--- config.mk ---
export PLATFORM = sky130hd
export DESIGN_NAME = sram_port_arbiter
export DESIGN_NICKNAME = d
export VERILOG_FILES = /design/src/rtl/sram_port_arbiter.sv
export SDC_FILE = /design/constraint.sdc
export NUM_CORES = 1
export LEC_CHECK = 0
export BUFFER_PORTS_ARGS = -buffer_cell sky130_fd_sc_hd__buf_4
export CAP_MARGIN = 5
export CORE_ASPECT_RATIO = 0.5
export CORE_UTILIZATION = 47
export CTS_CLUSTER_SIZE = 30
export DETAILED_ROUTE_END_ITERATION = 10
export GPL_ROUTABILITY_DRIVEN = 0
export PLACE_DENSITY = 0.85
export SLEW_MARGIN = 40
export SYNTH_ARGS = -nofsm -noshare
export SYNTH_HDL_FRONTEND = slang
export SYNTH_SLANG_ARGS = --single-unit
--- constraint.sdc ---
create_clock -name CLK0 -period 1.9 [get_ports CLK0]
set_clock_uncertainty 0.1 [all_clocks]
set_input_delay 0.095 -clock CLK0 [delete_from_list [all_inputs] [get_ports CLK0]]
set_output_delay 0.095 -clock CLK0 [all_outputs]
set_load 0.01 [all_outputs]
--- src/rtl/sram_port_arbiter.sv ---
// Two-port round-robin arbiter in front of the single SRAM controller.
// One access in flight at a time; a hung controller is aborted after TIMEOUT cycles.
module sram_port_arbiter #(
   parameter int AW      = 18,
   parameter int DW      = 16,
   parameter int TIMEOUT = 64
) (
   input  logic          CLK0,
   input  logic          reset_n,

   input  logic          a_req,
   input  logic          a_we,
   input  logic [AW-1:0] a_addr,
   input  logic [DW-1:0] a_wdata,
   output logic [DW-1:0] a_rdata,
   output logic          a_ack,
   output logic          a_err,

   input  logic          b_req,
   input  logic          b_we,
   input  logic [AW-1:0] b_addr,
   input  logic [DW-1:0] b_wdata,
   output logic [DW-1:0] b_rdata,
   output logic          b_ack,
   output logic          b_err,

   output logic [AW-1:0] mem_addr,
   output logic [DW-1:0] mem_wdata,
   output logic          mem_rd,
   output logic          mem_wr,
   input  logic          mem_ready,
   input  logic [DW-1:0] mem_rdata,

   output logic          owner
);

   localparam int            TW    = $clog2(TIMEOUT);
   localparam logic [TW-1:0] TLAST = TW'(TIMEOUT - 1);

   typedef enum logic [1:0] {
      IDLE = 2'd0,
      BUSY = 2'd1,
      DONE = 2'd2
   } state_t;

   state_t        state;
   logic          last;
   logic          we_q;
   logic [TW-1:0] timer;
   logic          grant_b;

   // Both requesting: hand the grant to whichever port did not win last time.
   function automatic logic pick_b(input logic ra, input logic rb, input logic lst);
      return rb & (~ra | ~lst);
   endfunction

   always_comb begin
      grant_b = pick_b(a_req, b_req, last);
   end

   always_ff @(posedge CLK0) begin
      if (!reset_n) begin
         state     <= IDLE;
         last      <= 1'b1;
         we_q      <= 1'b0;
         timer     <= '0;
         owner     <= 1'b0;
         mem_rd    <= 1'b0;
         mem_wr    <= 1'b0;
         mem_addr  <= '0;
         mem_wdata <= '0;
         a_rdata   <= '0;
         b_rdata   <= '0;
         a_ack     <= 1'b0;
         b_ack     <= 1'b0;
         a_err     <= 1'b0;
         b_err     <= 1'b0;
      end else begin
         a_ack <= 1'b0;
         b_ack <= 1'b0;
         a_err <= 1'b0;
         b_err <= 1'b0;

         case (state)
            // IDLE: arbitrate and launch the access
            IDLE: begin
               if (a_req | b_req) begin
                  owner     <= grant_b;
                  last      <= grant_b;
                  timer     <= '0;
                  if (grant_b) begin
                     mem_addr  <= b_addr;
                     mem_wdata <= b_wdata;
                     we_q      <= b_we;
                     mem_rd    <= ~b_we;
                     mem_wr    <= b_we;
                  end else begin
                     mem_addr  <= a_addr;
                     mem_wdata <= a_wdata;
                     we_q      <= a_we;
                     mem_rd    <= ~a_we;
                     mem_wr    <= a_we;
                  end
                  state <= BUSY;
               end
            end

            // BUSY: hold strobes until the controller answers or the timer expires
            BUSY: begin
               timer <= timer + TW'(1);
               if (mem_ready) begin
                  mem_rd <= 1'b0;
                  mem_wr <= 1'b0;
                  if (!we_q) begin
                     if (owner) b_rdata <= mem_rdata;
                     else       a_rdata <= mem_rdata;
                  end
                  if (owner) b_ack <= 1'b1;
                  else       a_ack <= 1'b1;
                  state <= DONE;
               end else if (timer == TLAST) begin
                  mem_rd <= 1'b0;
                  mem_wr <= 1'b0;
                  if (owner) begin
                     b_rdata <= {DW{1'b1}};
                     b_ack   <= 1'b1;
                     b_err   <= 1'b1;
                  end else begin
                     a_rdata <= {DW{1'b1}};
                     a_ack   <= 1'b1;
                     a_err   <= 1'b1;
                  end
                  state <= DONE;
               end
            end

            // DONE: ack is visible for this one cycle; requests are not sampled
            DONE: begin
               state <= IDLE;
            end

            default: begin
               state <= IDLE;
            end
         endcase
      end
   end

endmodule
==> impl_metrics.toml, run 1 <==
[run_status]
outcome = "completed"

[yosys]
synth_seq_cells = 83
async_reset_ff_frac = 0
synth_edf_count = 0
seq_area_frac_synth = 0.448
synth_area_um2 = 3710
synth_largest_area_cell = "dfxtp_1"
synth_flop_cell = "dfxtp_1"
syn_area_per_cell_um2 = 9.54
syn_inst = 389
yosysTopAreaCellShare = 0.448
ys_top_cells_by_area = "dfxtp_1 (45%), a221oi_2 (12%), mux2i_1 (9.4%)"
yosysUniqueCellTypes = 37
yosys_warnings = 0
synth_nets = 481

[floorplan]
dieWidth_um = 128
io_pins = 164
coreArea_um2 = 7490
initial_core_util = 0.495
rows = 22
dieHeight_um = 64.8
die_area_um2 = 8270

[placed_design]
place_area_um2 = 5090
port_buffers = 163
place_hpwl_um = 6920

[power]
intPower_mw = 3.57
p_sw_frac = 0.271
powerDensity_nw_per_um2 = 804
p_comb_frac = 0.239
p_sw_mw = 1.33
ir_drop_mv = 0.577
clockPowerShare = 0.355
leakage_nw = 2.55
total_power_mw = 4.90
seqPwrFrac = 0.406

[critical_path]
cp.required_ns = 2.04
worstReg2RegStart = "state[1]"
critical-path-slowest-cell = "dfxtp_1"
ff2ff_setup_slack_ns = 0.13
r2r_end = "a_rdata[15]"
cpPeakStageDelay_ns = 0.39
arrival_ns = 1.91
startpoint_type = "register"
crit_chain = "nand2b_1 -> nor4_4 -> a31oi_4 -> buf_4 -> a221oi_1"
ff2ff_path_depth = 5
crit_path_end_kind = "register"
crit_fanout = 13
crit_type = "reg2reg"

[route]
viasPerCell = 5.37
drt_iter0_markers = 262
drt_wl_total_um = 12500
vias = 3902
first_pass_iters = 5
wl_per_cell_um = 17.3
remaining_drc_errors = 0
ant_nets = 0

[final_layout]
area.growth.synth_to_final_pct = 64.3
fill_cells = 435
final_core_util = 0.814
num-nets-final = 706
antenna_cells = 0
final_area_um2 = 6090
drive_gt1_frac = 0.369

[timing]
max_freq_mhz = 565
finalHoldViolations = 0
post-route-period-util = 0.932
min_period_ns = 1.77
max_slew_margin = 0.749
tightest_slew_ns = 0.374
setup_tns_ns = 0
setup_viol = 0
rsz0062_at_grt = "false"
maxSlewViolCount = 0

[clock_network]
clkTransAtPathRegs_ns = 0.06
cts_tree = "done"
cts_sinks = 83
clockBufferDepth = 2
htreeDepth = 3
cts_inserted_buffers = 9
clock_latency_ns = 0.34
clock_tree.root_cell = "clkbuf_16"

[worst_hold_path]
hold_end = "mem_wdata[10]"
min_from = "a_wdata[10]"
min_path_cells = 3
hold_class = "in2reg"

[global_routing]
antenna_found_initial = 0
grt_pass1_wl_um = 19600
grt_max_degree = 74
grtUsageTotal = 0.308
gr-total-overflow = 0
grt_pass1_vias = 4060

[job]
drv_cap = 0
==> synthesized netlist by cell type (2+ instances only) <==
cell and n:
a221oi_1 2, inv_1 33, and3_1 3, a21boi_0 3, a221oi_2 30, nor2_1 8, o21ai_0 69, a21oi_1 36
and2_1 2, mux2i_1 35, clkbuf_2 2, a31oi_1 2, dfxtp_1 83, clkbuf_1 19, nor3_1 2, nand3_1 3
o21ai_1 3, buf_2 8, nor2b_1 16, buf_6 3, nand2_1 10, o31ai_1 2
==> how the worst max path moves through the flow <==
stage	startpoint	to	slack, ns	depth (start not counted)
2_1_floorplan	timer[0]	a_rdata[12]	0.24	6
3_3_place_gp	timer[0]	b_rdata[15]	0.12	6
3_5_place_dp	timer[0]	a_rdata[15]	0.03	6
4_1_cts	timer[0]	b_rdata[13]	0.03	6
5_1_grt	state[1]	b_rdata[15]	0.009	5
6_report	state[1]	a_rdata[15]	0.13	5
==> power by group through the flow <==
| stage | combinational, mW | sequential [mW] | clock (mW) |
|---|---|---|---|
| 2_1_floorplan | 0.449 | 2.06 | 0 |
| 3_5_place_dp | 0.992 | 2.01 | 0 |
| 6_report | 1.17 | 1.99 | 1.74 |
| 4_1_cts | 1.11 | 1.98 | 1.76 |
| 3_3_place_gp | 0.967 | 2.01 | 0 |
| 5_1_grt | 1.25 | 2.00 | 1.83 |
==> worst max-delay path, delay by kind of cell (launching register included) <==
kind	cells	cell delay, ns
buf+inv	1	0.23
compound gates	2	0.36
flops	1	0.39
simple gates	2	0.59
==> layer usage <==
layer	wire length [µm]	track usage
met5	0	0
met1	4880	0.344
met4	442	0.172
met3	785	0.0818
met2	6430	0.543
==> what timing repair did <==
item | in CTS | in global routing
buffers inserted | 0 | 4
endpoints found under the setup margin | 0 | 37
hold buffers | 66 | 0
hold endpoints to repair | 33 | 0
gates resized for setup | 0 | 1
==> metrics by stage <==
step	hold slack (ns)	setup slack, ns	instances
floorplan	0.171	0.239	389
global placement	0.281	0.123	641
detailed placement	0.288	0.0343	641
CTS	0.00572	0.0279	722
global route	0.0175	0.00922	726
finish	0.0205	0.130	726
==> state kept, by name (all words and copies together), names as in the netlist, 2 cells and up <==
name       count
a_rdata       16
b_rdata       16
mem_addr      18
mem_wdata     16
state          2
timer          6
==> placed cells by master (no fill, tap or decap), drive strengths merged, types with 2 or more instances in the layout <==
cell type	count
buf	180
dfxtp	83
o21ai	72
dlygate4sd3	66
a21oi	36
mux2i	35
inv	33
a221oi	32
nor2b	16
clkbuf	13
nand2	10
nor2	8
and3	3
nand3	3
nor3	3
a31oi	3
a21boi	3
o31ai	2
and2	2
==> cells by family (layout without fill, tap and decap cells) <==
family,after synthesis,in the layout,synth area share
AND/OR/NAND/NOR,51,51,0.0759
AO/OA/AOI/OAI,154,154,0.303
adder cells (fa/ha/maj),1,1,0.00337
multiplexers,35,35,0.0944
buffers and inverters,65,294,0.0752
flip-flops,83,83,0.448
==> cell type report <==
class	count	area (µm²)	area share
multi-input cells	241	1800	0.296
repair buffers	246	2070	0.340
inverters	33	124	0.0203
clock inverters	2	35.0	0.00575
clock buffers	13	260	0.0427
flip-flops and latches	83	1660	0.273
well taps	108	135	0.0222
Note: power is estimated with default switching activity, not from simulation.
==> inputs of run 2 (changes only) <==
--- a/config.mk
+++ b/config.mk
@@ -7,7 +7,6 @@
 export LEC_CHECK = 0
 export BUFFER_PORTS_ARGS = -buffer_cell sky130_fd_sc_hd__buf_4
 export CAP_MARGIN = 5
-export CORE_ASPECT_RATIO = 0.5
 export CORE_UTILIZATION = 47
 export CTS_CLUSTER_SIZE = 30
 export DETAILED_ROUTE_END_ITERATION = 10
==> impl_metrics.toml, run 2 (synthesis gave the netlist of run 1 again) <==
[final_layout]
num-nets-final = 720
antenna_cells = 0
fill_cells = 396
final_cell_mix = "buf_4 (181), dfxtp_1 (80), dlygate4sd3_1 (71)"
final_common_cell = "buf_4"
area.growth.synth_to_final_pct = 68.7
largest-register = "mem_addr"
largest_reg_flops = 18
drive_gt1_frac = 0.390

[timing]
max_slew_margin = 0.746
post-route-period-util = 0.990
min_period_ns = 1.88
hold_slack_ns = -0.0224
layout_setup_ws_ns = 0.0194
max_freq_mhz = 532
maxSlewViolCount = 0
setup_viol = 0
setup_tns_ns = 0
tightest_slew_ns = 0.377
finalHoldViolations = 2

[power]
leakage_nw = 2.63
total_power_mw = 5.11
p_sw_mw = 1.44
powerDensity_nw_per_um2 = 816
seqPwrFrac = 0.393
p_comb_frac = 0.251
clockPowerShare = 0.356
p_sw_frac = 0.283
intPower_mw = 3.66
ir_drop_mv = 0.483

[global_routing]
use_met3 = 0.0707
grt_max_degree = 74
gr-total-overflow = 0
grtUsageTotal = 0.345
met2_usage = 0.586
grt_pass1_wl_um = 22200
met1_usage = 0.390
grt_pass1_vias = 4471
busiest_layer = "met2"
antenna_found_initial = 0

[route]
viasPerCell = 5.85
remaining_drc_errors = 0
wl_per_cell_um = 21.0
first_pass_iters = 5
drt_iter0_markers = 491
drt_wl_total_um = 15400
vias = 4300
ant_nets = 0

[floorplan]
die_area_um2 = 8250
io_pins = 164
coreArea_um2 = 7690
dieWidth_um = 90.8
dieHeight_um = 90.8
rows = 32
initial_core_util = 0.483

[clock_network]
cts_sinks = 83
clock_tree.root_cell = "clkbuf_8"
clkTransAtPathRegs_ns = 0.09
cts_tree = "done"
cts_inserted_buffers = 9
htreeDepth = 3
clock_latency_ns = 0.37
clockBufferDepth = 2

[critical_path]
crit_type = "reg2reg"
worst-path-buf-inv = 3
crit_fanout = 8
critical-path-slowest-cell = "dlygate4sd3_1"
cp.required_ns = 2.06
arrival_ns = 2.04
crit_chain = "a21boi_4 -> buf_12 -> buf_12 -> mux2i_1 -> dlygate4sd3_1 -> a21oi_1"
crit_path_end_kind = "register"
cp_common_cell = "buf_12"
crit_family = "buffers and inverters"
cpPeakStageDelay_ns = 0.57
startpoint_type = "register"

[run_status]
violations = "negative hold slack"
outcome = "complete, but fails checks"

[placed_design]
place_hpwl_um = 7370
port_buffers = 163
dp_slack_ns = -0.0323

[worst_hold_path]
hold_class = "in2reg"

[job]
drv_cap = 0
[run 2: repair_timing]
action	4_1_cts	5_1_grt
hold endpoints to repair	36	0
pin swaps	0	2
cloned	0	1
endpoints found under the setup margin	26	29
gates resized for setup	1	9
hold buffers	71	0
buffers inserted	0	11
[run 2: worst reg2reg max path: stages (launching register included)]
cell	delay, ns
dfxtp_2	0.35
a21boi_4	0.21
buf_12	0.15
buf_12	0.12
mux2i_1	0.20
dlygate4sd3_1	0.57
a21oi_1	0.07
[run 2: worst paths after layout]
path                                  from     endpoint  slack (ns)  cells after the start
worst max-delay path                  last  mem_addr[1]        0.02                      6
worst min-delay path                  b_we         we_q       -0.02                      3
worst max register to register        last  mem_addr[1]        0.02                      6
worst min register to register  b_rdata[4]   b_rdata[4]        0.38                      2
[run 2: final cells by class]
type | count | area, µm² | area share
Timing Repair Buffer | 260 | 2230 | 0.356
Multi-Input combinational cell | 241 | 1830 | 0.292
Sequential cell | 83 | 1670 | 0.266
Clock inverter | 7 | 164 | 0.0262
Tap cell | 102 | 128 | 0.0204
Clock buffer | 9 | 124 | 0.0198
Inverter | 33 | 124 | 0.0198
[run 2: power groups by stage]
stage                     clock network [mW]  logic [mW]  registers (mW)
after floorplan                            0       0.449            2.06
final                                   1.82        1.28            2.01
after global placement                     0       0.969            2.01
after CTS                               1.79        1.12            1.98
after detailed placement                   0        1.00            2.02
after global routing                    1.89        1.34            2.02
[run 2: layer usage]
metal / routed length (µm) / vias to the layer above / share of wire
met2: 7510 / 308 / 0.49
met1: 5750 / 2035 / 0.37
li1: - / 1879 / -
met5: 0 / - / 0
met4: 852 / 0 / 0.055
met3: 1330 / 78 / 0.086
[run 2: per-stage QoR]
| step | cells | area, µm² | util |
|---|---|---|---|
| after floorplan | 389 | 3710 | - |
| after global placement | 636 | 5100 | 0.663 |
| after detailed placement | 636 | 5100 | 0.663 |
| after CTS | 723 | 6110 | 0.794 |
| after global routing | 735 | 6260 | 0.814 |
| final | 735 | 6260 | 0.814 |
==> inputs of run 3 (changes only) <==
--- a/config.mk
+++ b/config.mk
@@ -6,11 +6,12 @@
 export NUM_CORES = 1
 export LEC_CHECK = 0
 export BUFFER_PORTS_ARGS = -buffer_cell sky130_fd_sc_hd__buf_4
-export CAP_MARGIN = 5
+export CORE_MARGIN = 5
 export CORE_UTILIZATION = 47
 export CTS_CLUSTER_SIZE = 30
 export DETAILED_ROUTE_END_ITERATION = 10
 export GPL_ROUTABILITY_DRIVEN = 0
+export GPL_TIMING_DRIVEN = 0
 export PLACE_DENSITY = 0.85
 export SLEW_MARGIN = 40
 export SYNTH_ARGS = -nofsm -noshare
==> impl_metrics.toml, run 3 (synthesis gave the netlist of run 1 again) <==
[placed_design]
dp_slack_ns = 0.0388
port_buffers = 163
place_hpwl_um = 8760

[power]
leakage_nw = 2.52
ir_drop_mv = 0.558
powerDensity_nw_per_um2 = 752

[floorplan]
die_area_um2 = 9770
dieWidth_um = 98.8
dieHeight_um = 98.8
io_pins = 164
initial_core_util = 0.480
rows = 32
coreArea_um2 = 7730

[critical_path]
cp.required_ns = 2.08
ff2ff_setup_slack_ns = -0.03
crit_path_end_kind = "register"
crit_fanout = 10
arrival_ns = 2.12
startpoint_type = "register"
crit_type = "reg2reg"

[global_routing]
antenna_found_initial = 0
grt_pass1_vias = 4409
grtUsageTotal = 0.296
grt_pass1_wl_um = 23200
gr-total-overflow = 0
grt_max_degree = 14

[job]
drv_cap = 0

[final_layout]
largest_reg_flops = 18
largest-register = "mem_addr"
final_common_cell = "buf_4"
final_cell_mix = "buf_4 (167), dfxtp_1 (81), o21ai_0 (69), dlygate4sd3_1 (69), a21oi_1 (36)"
num-nets-final = 729
area.growth.synth_to_final_pct = 62.9
drive_gt1_frac = 0.369

[timing]
min_period_ns = 1.93
post-route-period-util = 1.02
layout_setup_ws_ns = -0.0326
finalHoldViolations = 1
setup_tns_ns = -0.0646
hold_slack_ns = -0.00605
max_freq_mhz = 517
maxSlewViolCount = 0
setup_viol = 2
max_slew_margin = 0.661
tightest_slew_ns = 0.509

[run_status]
violations = "negative hold slack, negative setup slack"
outcome = "complete, but fails checks"

[clock_network]
clock_tree.root_cell = "clkbuf_8"
htreeDepth = 3
cts_sinks = 83
clockBufferDepth = 2
clock_latency_ns = 0.35
cts_inserted_buffers = 9
clkTransAtPathRegs_ns = 0.08
cts_tree = "done"

[route]
remaining_drc_errors = 0
drt_iter0_markers = 310
ant_nets = 0
first_pass_iters = 5
vias = 4334
drt_wl_total_um = 15700
viasPerCell = 5.81
wl_per_cell_um = 21.0

[worst_hold_path]
hold_class = "in2reg"
## run 3: cell count changes in the layout (fill, tap and decap cells not counted), sizes merged
cell           change
clkbuf            +24
dlygate4sd3        -2
bufinv             -4
diode              +2
clkinvlp           +1
clkdlybuf4s15      +1
clkinv             +1
buf               -12
## run 3: layer usage
layer / wire, µm / share of wire / global-route usage
met1: 5740 / 0.37 / 0.346
met2: 7660 / 0.49 / 0.500
met3: 1590 / 0.10 / 0.0842
met4: 667 / 0.043 / 0.139
met5: 0 / 0 / 0
## run 3: what timing repair did
item	CTS	global route
setup buffers	0	1
endpoints found under the hold margin	35	1
setup endpoints to repair	0	64
hold buffers	67	2
gates resized for setup	0	22
## run 3: worst max-delay path, cell delays in order, from the launching register on
cell and delay, ns:
dfxtp_1 0.30, buf_2 0.17, nor3_4 0.40, clkbuf_1 0.45, o21ai_0 0.26, a21oi_1 0.18
## run 3: path summary, 6_finish.rpt
path                                 start            to  cells past startpoint
worst min-delay path               reset_n      state[0]                      3
worst max-delay path              state[1]  mem_addr[11]                      5
worst min register to register  a_rdata[3]    a_rdata[3]                      2
worst max register to register    state[1]  mem_addr[11]                      5
## run 3: layout make-up
type	count	area [µm²]
fillers	456	1680
clock inverters	5	52.6
multi-input cells	241	1810
diodes	2	5.00
clock buffers	11	141
inverters	33	124
flip-flops and latches	83	1660
plain buffers	32	165
well taps	102	128
repair buffers	237	1950
## run 3: through the flow
stage	util	total power, mW	std cells	area, µm²
floorplan	-	2.51	389	3710
global placement	0.655	2.98	654	5060
detailed placement	0.655	3.01	654	5060
CTS	0.767	4.37	737	5930
global route	0.782	4.69	744	6040
finish	0.782	4.55	746	6040
## run 3: report_power, final
| group | internal [mW] | switching, mW |
|---|---|---|
| sequential | 1.89 | 0.120 |
| clock | 0.638 | 0.669 |
| combinational | 0.592 | 0.639 |
